$ cat config.mk
export PLATFORM = sky130hd
export DESIGN_NAME = pc_redirect_unit
export DESIGN_NICKNAME = d
export VERILOG_FILES = /design/src/rtl/pc_redirect_pkg.sv /design/src/rtl/sat_counter.sv /design/src/rtl/pc_redirect_unit.sv
export SDC_FILE = /design/constraint.sdc
export NUM_CORES = 1
export LEC_CHECK = 0
export ABC_AREA = 0
export CAP_MARGIN = 20
export CORE_MARGIN = 2
export CORE_UTILIZATION = 46
export DETAILED_ROUTE_END_ITERATION = 10
export PLACE_DENSITY = 0.84
export SLEW_MARGIN = 40
export SYNTH_ARGS = -nofsm -noshare
export SYNTH_HDL_FRONTEND = slang
export SYNTH_SLANG_ARGS = --single-unit
export TNS_END_PERCENT = 5
$ cat constraint.sdc
create_clock -name clk -period 2.3 [get_ports clk]
set_input_delay 0.46 -clock clk [delete_from_list [all_inputs] [get_ports clk]]
set_output_delay 0.46 -clock clk [all_outputs]
set_load 0.1 [all_outputs]
$ cat src/rtl/pc_redirect_pkg.sv
// rtl/pc_redirect_pkg.sv - shared state encodings and constants for the fetch PC redirect unit
package pc_redirect_pkg;

  typedef enum logic [1:0] {
    ST_RUN    = 2'b00,
    ST_SETTLE = 2'b01,
    ST_HALTED = 2'b10
  } pc_state_t;

  localparam int          PC_INC           = 2;
  localparam logic [15:0] DEFAULT_RESET_PC = 16'h0000;

endpackage

$ cat src/rtl/sat_counter.sv
// rtl/sat_counter.sv - saturating up-counter with synchronous clear and enable
module sat_counter #(
  parameter int WIDTH = 16
) (
  input  logic             clk,
  input  logic             clr,
  input  logic             en,
  output logic [WIDTH-1:0] count
);

  localparam logic [WIDTH-1:0] ONE = {{(WIDTH-1){1'b0}}, 1'b1};

  always_ff @(posedge clk) begin
    if (clr) begin
      count <= '0;
    end else if (en && (count != '1)) begin
      count <= count + ONE;
    end
  end

endmodule

$ cat src/rtl/pc_redirect_unit.sv
// rtl/pc_redirect_unit.sv - fetch PC holder with branch/jump redirect, flush and settle window
// Optional accepted-redirect counter port taken_count when PC_REDIRECT_COUNT_EN is defined.
module pc_redirect_unit
  import pc_redirect_pkg::*;
#(
  parameter int                    PC_WIDTH      = 16,
  parameter logic [PC_WIDTH-1:0]   RESET_PC      = PC_WIDTH'(DEFAULT_RESET_PC),
  parameter int                    SETTLE_CYCLES = 2
) (
  input  logic                clk,
  input  logic                rst,
  input  logic                stall,
  input  logic                branch,
  input  logic [PC_WIDTH-1:0] ex_pc,
  input  logic [PC_WIDTH-1:0] ex_offset,
  input  logic                jump,
  input  logic [PC_WIDTH-1:0] jump_target,
  input  logic                halt,
  output logic [PC_WIDTH-1:0] pc,
  output logic                flush,
  output logic                redirect,
  output logic                halted
`ifdef PC_REDIRECT_COUNT_EN
  ,
  output logic [15:0]         taken_count
`endif
);

  localparam int CNT_W = (SETTLE_CYCLES > 1) ? $clog2(SETTLE_CYCLES) : 1;
  localparam logic [CNT_W-1:0]    SETTLE_LOAD = CNT_W'(SETTLE_CYCLES - 1);
  localparam logic [CNT_W-1:0]    CNT_ONE     = CNT_W'(1);
  localparam logic [PC_WIDTH-1:0] INC         = PC_WIDTH'(PC_INC);

  pc_state_t           state, state_next;
  logic [PC_WIDTH-1:0] pc_next;
  logic [CNT_W-1:0]    cnt, cnt_next;
  logic [PC_WIDTH-1:0] br_sum;
  logic [PC_WIDTH-1:0] br_target;
  logic [PC_WIDTH-1:0] jp_target;

  // Targets are halfword aligned; addition wraps modulo 2^PC_WIDTH.
  assign br_sum    = ex_pc + ex_offset;
  assign br_target = {br_sum[PC_WIDTH-1:1], 1'b0};
  assign jp_target = {jump_target[PC_WIDTH-1:1], 1'b0};

  always_ff @(posedge clk) begin
    if (rst) begin
      state <= ST_RUN;
      pc    <= RESET_PC;
      cnt   <= '0;
    end else begin
      state <= state_next;
      pc    <= pc_next;
      cnt   <= cnt_next;
    end
  end

  always_comb begin
    state_next = state;
    pc_next    = pc;
    cnt_next   = cnt;
    case (state)
      ST_RUN: begin
        if (branch) begin
          pc_next    = br_target;
          state_next = ST_SETTLE;
          cnt_next   = SETTLE_LOAD;
        end else if (jump) begin
          pc_next    = jp_target;
          state_next = ST_SETTLE;
          cnt_next   = SETTLE_LOAD;
        end else if (stall) begin
          pc_next = pc;
        end else if (halt) begin
          state_next = ST_HALTED;
        end else begin
          pc_next = pc + INC;
        end
      end
      ST_SETTLE: begin
        // Redirect requests here are wrong-path leftovers and are dropped.
        if (!stall) begin
          pc_next = pc + INC;
          if (cnt == '0) begin
            state_next = ST_RUN;
          end else begin
            cnt_next = cnt - CNT_ONE;
          end
        end
      end
      ST_HALTED: begin
        pc_next = pc;
      end
      default: begin
        state_next = ST_RUN;
      end
    endcase
  end

  always_comb begin
    redirect = (state == ST_RUN) && (branch || jump) && !rst;
    flush    = redirect;
    halted   = (state == ST_HALTED);
  end

`ifdef PC_REDIRECT_COUNT_EN
  sat_counter #(
    .WIDTH(16)
  ) u_taken_count (
    .clk  (clk),
    .clr  (rst),
    .en   (redirect),
    .count(taken_count)
  );
`endif

endmodule

* After elaboration in Yosys (flattened, before gate mapping) *
Cells that the tools add are included.

word-level totals
  register bits after elaboration = 19
  input bits = 54
  output and inout port bits = 19
  logic and storage cells = 42

operators by class
  add/subtract/negate cells = 3
  equal/unequal tests = 8
  multiplexer cells = 18
  bitwise gates (word level) = 1
  reductions and logical operators = 9

operator list
  kind                                                                   number
  16-bit 2-to-1 mux                                                      5
  16-bit case mux with 2 select lines                                    1
  16-bit adder                                                           1
  16-bit by 2-bit adder with 16-bit output, second input constant        1
  2-bit 2-to-1 mux                                                       6
  4-bit != test, second input constant                                   3
  2-bit case mux with 3 select lines                                     1
  5-bit AND reduction                                                    1
  1-bit 2-to-1 mux                                                       4
  2-bit != test, second input constant                                   2
  4-bit AND reduction                                                    1
  3-bit != test, second input constant                                   1
  3-bit AND reduction                                                    1
  2-bit by 1-bit equality test with 1-bit output, second input constant  1
  2-bit equality test, second input constant                             1
  1-bit logical AND                                                      2
  2-bit zero test                                                        1
  1-bit case mux with 2 select lines                                     1
  2-bit nonzero test                                                     1
  1-bit zero test                                                        1
  1-bit logical OR                                                       1
  1-bit inverter                                                         1
  1-bit subtractor, second input constant                                1

* Depth between registers and ports, before layout *
Gate-level depths: netlist (run 1).

  depth after elaboration = 6
  gate-level depth with buffers = 8
  depth with buffers taken out = 8

* Worst setup path before layout (run 1) *
No wires, ideal clock.

  path type = input to output
  start point = input rst
  end point = output redirect
  arrival time = 4.430 ns
  data required time = 1.840 ns
  path slack = -2.590 ns
  stages = 4
  buffers on the path = 3
  cells stage by stage = clkbuf_1 clkbuf_1 nor4_1 buf_4

on the way
  cells in the longest elaborated chain, start to end = 2

ends and longest elaborated chain
  element            line                     source
  from (decl)        pc_redirect_unit.sv:11   input logic rst,
  1-bit zero test    pc_redirect_unit.sv:101  redirect = (state == ST_RUN) && (branch || jump) && !rst;
  1-bit logical AND  pc_redirect_unit.sv:101
  to (decl)          pc_redirect_unit.sv:21   output logic redirect,

Every way passes these cells.

* Worst setup path after layout (run 1) *
  start point = input ex_pc[5]
  end point = register pc[12]

on the way
  cells in the longest elaborated chain, start to end = 3

ends and longest elaborated chain
  element                              line                    source
  from (decl)                          pc_redirect_unit.sv:14  input logic [PC_WIDTH-1:0] ex_pc,
  16-bit adder                         pc_redirect_unit.sv:42  assign br_sum = ex_pc + ex_offset;
  16-bit 2-to-1 mux                    pc_redirect_unit.sv:64  if (branch) begin
  16-bit case mux with 2 select lines  pc_redirect_unit.sv:62  case (state)
  to (signal assigned)                 pc_redirect_unit.sv:53  pc <= pc_next;
  to (decl)                            pc_redirect_unit.sv:19  output logic [PC_WIDTH-1:0] pc,

Every way passes these cells.
A chain may end at the register's enable or synchronous reset.

==> results.py, run 1 <==
metrics = {
    "outcome": {
        "status": "finished, violations left",
        "violations": "setup timing",
    },
    "timing": {
        "min_period_ns": 2.31,
        "finalSetupViolCount": 1,
        "drv_slew": 0,
        "setup_ws_ns": -0.00534,
        "clock_skew_ns": 0.00637,
        "whs_ns": 0.487,
        "max_freq_ghz": 0.434,
        "fin_crit_sh": 1.00,
        "rsz0062_at_grt": "true",
        "hold_violations": 0,
    },
    "synth": {
        "synthMuxAreaShare": 0.00527,
        "synth_compound_gate_area_share": 0.356,
        "ys.flop_type": "dfxtp_1",
        "synth_simple_gate_area_frac": 0.274,
        "synthAdderAreaFrac": 0.0971,
        "syn_area_mm2": 0.00214,
        "synth-edff-count": 0,
        "ys_types": 59,
        "yosysWarningCount": 0,
        "synth_seq_cells": 18,
        "synth_top_family_by_area": "compound AO/OA/AOI/OAI gates",
        "synth-seq-area-share": 0.169,
        "postSynthCellCount": 310,
        "syn_avg_cell_area_um2": 6.90,
        "async_reset_ff_frac": 0,
        "synth_xor_area_frac": 0.0369,
        "syn-num-nets": 380,
    },
    "drt": {
        "drt_iter0_drc": 295,
        "wl_per_cell_um": 16.7,
        "drtAntennaViolNets": 0,
        "vias": 2926,
        "vias_per_cell": 6.23,
        "drtPass1Iterations": 6,
        "drc_errors": 0,
        "wirelength_um": 7860,
    },
    "die": {
        "die_w_um": 72.2,
        "die_h_um": 72.2,
        "die_area_mm2": 0.00521,
        "core-area_mm2": 0.00441,
        "std_cell_rows": 24,
        "ios": 73,
        "start_util": 0.484,
    },
    "power_and_ir_drop": {
        "intPower_mw": 0.925,
        "ir_drop_mv": 0.271,
        "p_leak_nw": 1.47,
        "clockPowerShare": 0.152,
        "pwr_density_cell_mw_per_mm2": 516,
        "switching_share": 0.476,
        "net-switching-power_mw": 0.842,
        "pwr-share-seq": 0.236,
        "pwr-share-comb": 0.613,
    },
    "clock_network": {
        "cts_htree_levels": 1,
        "clk_latency_ns": 0.26,
        "clk_path_buf_depth": 2,
        "clk_pin_slew_worst_paths_ns": 0.08,
        "cts.sinks": 18,
        "cts_hold_buffers": 0,
        "cts_tree": "done",
        "clockRootBuffer": "clkbuf_8",
        "cts_buffers": 3,
    },
    "place": {
        "dpl_cell_area_mm2": 0.00320,
        "port_buffers": 70,
        "dp_hpwl_um": 5690,
        "place_inst": 464,
        "gp_congestion": 0.993,
    },
    "cells_and_area": {
        "n_fill_cell": 315,
        "syn_to_final_growth_pct": 60.2,
        "diodes": 0,
        "nNetsFinal": 489,
        "stdcell_area_mm2": 0.00343,
        "layout.cells.non_filler": 470,
        "drive_gt1_frac": 0.246,
    },
    "global_route": {
        "grt_pass1_vias": 2763,
        "grt_max_degree": 21,
        "antenna_found_initial": 0,
        "grt_pass1_wl_um": 12200,
        "grt_usage": 0.288,
        "overflow": 0,
    },
    "min_path": {
        "whs_path_depth": 2,
        "holdCritStartpoint": "cnt",
        "hp-class": "reg -> reg",
        "hold-path-endpoint": "cnt",
    },
    "critical_path": {
        "worstReg2RegStart": "pc[5]",
        "crit_required_ns": 2.46,
        "critPathArrivalTime_ns": 2.47,
        "worst-setup-path-type": "in -> reg",
        "end_kind": "register",
        "reg2reg_to": "pc[14]",
        "rrSetupSlack_ns": 0.35,
        "ff2ff_path_depth": 6,
        "worst-path-max-fanout": 4,
        "critPathLaunchType": "input pin",
    },
    "job": {
        "max_cap_violations": 0,
    },
}
cells in the final DEF, fill, tap and decap left out, types with 6 or more instances in the layout:
| cell type | n |
|---|---|
| dlymetal6s2s_1 | 8 |
| nand3_1 | 16 |
| nor2_1 | 27 |
| ha_1 | 11 |
| o21ai_0 | 24 |
| dfxtp_1 | 18 |
| a31oi_1 | 12 |
| nand2_1 | 25 |
| nor2b_1 | 6 |
| clkdlybuf4s50_1 | 44 |
| a21oi_1 | 32 |
| nand4_1 | 6 |
| xnor2_1 | 6 |
| and3_1 | 7 |
| buf_4 | 67 |
| inv_1 | 9 |
per-stage QoR:
step	setup WS [ns]	setup TNS, ns	total power [mW]	utilization
floorplan	-0.393	-1.52	1.07	-
global placement	-0.340	-2.22	1.41	0.725
detailed placement	-0.405	-2.88	1.43	0.725
CTS	-0.0239	-0.0410	1.71	0.749
global route	-0.0884	-0.185	1.85	0.776
finish	-0.00534	-0.00534	1.77	0.776
worst max path at each step:
stage	start	end	slack (ns)	depth (start not counted)
CTS	ex_offset[8]	pc[12]	-0.02	10
detailed placement	ex_pc[0]	pc[14]	-0.40	9
finish	ex_pc[5]	pc[12]	-0.005	8
global route	ex_pc[5]	pc[12]	-0.09	8
global placement	ex_pc[0]	pc[14]	-0.34	9
floorplan	rst	redirect	-0.39	4
state kept, by name (all words and copies together) (netlist names):
name,count
pc,15
state,2
cnt,1
power groups by stage:
stage | clock network, mW | registers (mW) | logic [mW]
3_5_place_dp | 0 | 0.420 | 1.01
4_1_cts | 0.264 | 0.414 | 1.03
2_1_floorplan | 0 | 0.666 | 0.404
3_3_place_gp | 0 | 0.420 | 0.989
6_report | 0.268 | 0.417 | 1.08
5_1_grt | 0.276 | 0.422 | 1.15
metal layers:
metal	routed length [µm]	vias to the layer above	global-route usage
met5	0	-	0
met4	280	0	0.132
met3	647	34	0.0347
met2	3880	183	0.503
met1	3060	1319	0.352
li1	-	1390	-
cell usage after synthesis (all sizes together) (3+ instances only):
cell type,instances,area share
o21a,3,0.011
nand3,16,0.037
and3,7,0.020
clkbuf,12,0.021
a21oi,37,0.087
o211ai,4,0.014
or4,3,0.011
a32oi,3,0.012
o21ai,28,0.066
xor2,3,0.012
nand4,6,0.018
nor2b,6,0.018
a41oi,3,0.012
nor2,29,0.051
nand2,26,0.046
o31ai,3,0.011
dfxtp,18,0.17
nand2b,4,0.012
and2,5,0.015
xnor2,6,0.025
buf,7,0.023
a31oi,12,0.035
or3,3,0.0088
ha,15,0.088
inv,9,0.016
nor3,5,0.012
o311ai,3,0.012
layout make-up:
| cell class | count | area, µm² | area share |
|---|---|---|---|
| clock buffer | 4 | 55.1 | 0.0161 |
| inverter | 9 | 33.8 | 0.00986 |
| multi-input combinational | 264 | 1800 | 0.524 |
| sequential | 18 | 360 | 0.105 |
| tap | 52 | 65.1 | 0.0190 |
| timing repair buffer | 123 | 1110 | 0.325 |
worst max-delay path, cell delays in order:
cell             delay, ns
clkdlybuf4s50_1       0.41
ha_1                  0.34
o21a_1                0.23
nor2_2                0.29
o311ai_2              0.16
a21oi_1               0.21
xor2_1                0.13
o41ai_1               0.24
kinds of logic (layout without fill, tap and decap cells):
| family | count (synthesis) | after routing |
|---|---|---|
| AOI/OAI and AO/OA | 119 | 119 |
| and+or+nand+nor | 118 | 118 |
| buffers and inverters | 28 | 136 |
| DFF | 18 | 18 |
| adders and majority gates | 16 | 16 |
| xor gates and xnor gates | 9 | 9 |
| other | 1 | 1 |
| muxes | 1 | 1 |
what timing repair did:
action / 4_1_cts / 5_1_grt
pin swaps: 10 / 16
setup buffers: 1 / 1
resized for setup: 12 / 25
setup endpoints to repair: 5 / 12
endpoints found under the hold margin: 0 / 0
Power figures use the tool's default switching activity.
==> inputs of run 2 (changes only) <==
Settings changed: CORE_MARGIN 2 to 4.
==> results.py, run 2 (synthesis gave the netlist of run 1 again) <==
metrics = {
    "outcome": {
        "status": "finished, violations left",
        "violations": "setup timing",
    },
    "drt": {
        "vias": 2912,
        "drtPass1Iterations": 5,
        "vias_per_cell": 6.22,
        "drt_iter0_drc": 369,
        "wirelength_um": 8070,
        "drc_errors": 0,
        "wl_per_cell_um": 17.3,
        "drtAntennaViolNets": 0,
    },
    "timing": {
        "clock_skew_ns": 0.00716,
        "fin_crit_sh": 1.02,
        "min_period_ns": 2.35,
        "setup_ws_ns": -0.0459,
        "max_freq_ghz": 0.426,
        "tns_ns": -0.0459,
        "rsz0062_at_grt": "true",
        "hold_violations": 0,
        "whs_ns": 0.495,
        "finalSetupViolCount": 1,
        "drv_slew": 0,
    },
    "die": {
        "die_h_um": 76.2,
        "start_util": 0.484,
        "core-area_mm2": 0.00441,
        "die_area_mm2": 0.00580,
        "ios": 73,
        "std_cell_rows": 24,
        "die_w_um": 76.2,
    },
    "critical_path": {
        "worst-setup-path-type": "in -> reg",
        "worst-path-max-fanout": 3,
        "end_kind": "register",
        "cp_slowest_stage_delay_ns": 0.47,
        "path_buf_inv": 1,
        "critPathLaunchType": "input pin",
        "critPathArrivalTime_ns": 2.52,
        "slowest_stage": "clkdlybuf4s50_1",
        "critPathTopFamily": "compound AO/OA/AOI/OAI gates",
        "crit_required_ns": 2.47,
        "crit_path_cell_trace": "clkdlybuf4s50_1 -> fa_2 -> a21oi_2 -> o211a_1 -> o311ai_2 -> a21oi_1 -> xor2_1 -> o41ai_1",
    },
    "cells_and_area": {
        "nNetsFinal": 487,
        "syn_to_final_growth_pct": 59.4,
        "regMostFlops": "pc",
        "largest_register_ffs": 15,
        "diodes": 0,
        "final_util": 0.772,
        "final_cell_mix": "buf_4, clkdlybuf4s50_1, a21oi_1",
        "n_fill_cell": 305,
        "drive_gt1_frac": 0.238,
        "mostFrequentLayoutCell": "buf_4",
        "layout.cells.non_filler": 468,
        "reg_top3": "pc (15), state (2), cnt (1)",
    },
    "clock_network": {
        "cts_htree_levels": 1,
        "clk_path_buf_depth": 2,
        "clk_pin_slew_worst_paths_ns": 0.08,
        "cts.sinks": 18,
        "cts_tree": "done",
        "clk_latency_ns": 0.27,
        "cts_buffers": 3,
        "clockRootBuffer": "clkbuf_8",
    },
    "min_path": {
        "hp-class": "reg -> reg",
    },
    "global_route": {
        "overflow": 0,
        "grt_max_degree": 21,
        "grt_usage": 0.245,
        "antenna_found_initial": 0,
        "grt_pass1_vias": 2690,
        "grt_pass1_wl_um": 12200,
    },
    "job": {
        "max_cap_violations": 0,
    },
    "place": {
        "dp_slack_ns": -0.423,
        "port_buffers": 70,
        "dp_hpwl_um": 5760,
        "place_inst": 461,
        "gp_congestion": 0.911,
    },
    "power_and_ir_drop": {
        "ir_drop_mv": 0.287,
        "pwr_density_cell_mw_per_mm2": 517,
        "p_leak_nw": 1.45,
    },
}
## run 2: through the flow
stage / area, µm² / power, mW
floorplan: 2190 / 1.07
global placement: 3180 / 1.40
detailed placement: 3180 / 1.42
CTS: 3270 / 1.70
global route: 3410 / 1.86
finish: 3410 / 1.76
## run 2: final timing paths
check / end / cells after the start / startpoint / slack, ns
worst max-delay path: pc[12] / 8 / ex_offset[1] / -0.05
worst max register to register: pc[13] / 7 / pc[1] / 0.35
worst min-delay path: cnt / 2 / cnt / 0.49
worst min register to register: cnt / 2 / cnt / 0.49
## run 2: report_power, final
part	total (mW)	internal (mW)	leakage, nW	switching (mW)
combinational	1.07	0.414	1.27	0.656
sequential	0.420	0.353	0.149	0.0670
clock	0.272	0.153	0.0288	0.120
## run 2: area by class of cell
cell class	count	area, µm²	share of cell area
multi-input combinational	264	1800	0.529
timing repair buffer	121	1090	0.320
sequential	18	360	0.106
tap	52	65.1	0.0191
clock buffer	4	55.1	0.0161
inverter	9	33.8	0.00991
## run 2: worst reg2reg max path: cells and delay by family, from the launching register on
| family | cells | cell delay [ns] |
|---|---|---|
| DFF | 1 | 0.42 |
| and+or+nand+nor | 3 | 0.87 |
| AOI/OAI and AO/OA | 3 | 0.35 |
| adders and majority gates | 1 | 0.24 |
## run 2: routing by layer
metal  up-vias  share of wire  routed length (µm)  GRT usage
met5         -              0                   0          0
met4         0          0.023                 188     0.0892
met3        18          0.076                 616     0.0449
met2       178           0.49                3990      0.420
met1      1331           0.41                3280      0.303
li1       1385              -                   -          -
## run 2: repair_timing
item                                    in CTS  in global routing
resized for setup                            8                 25
setup buffers                                1                  2
pin swaps                                    8                 13
endpoints found under the setup margin       5                  9
hold buffers                                 0                  0
gates cloned                                 0                  0
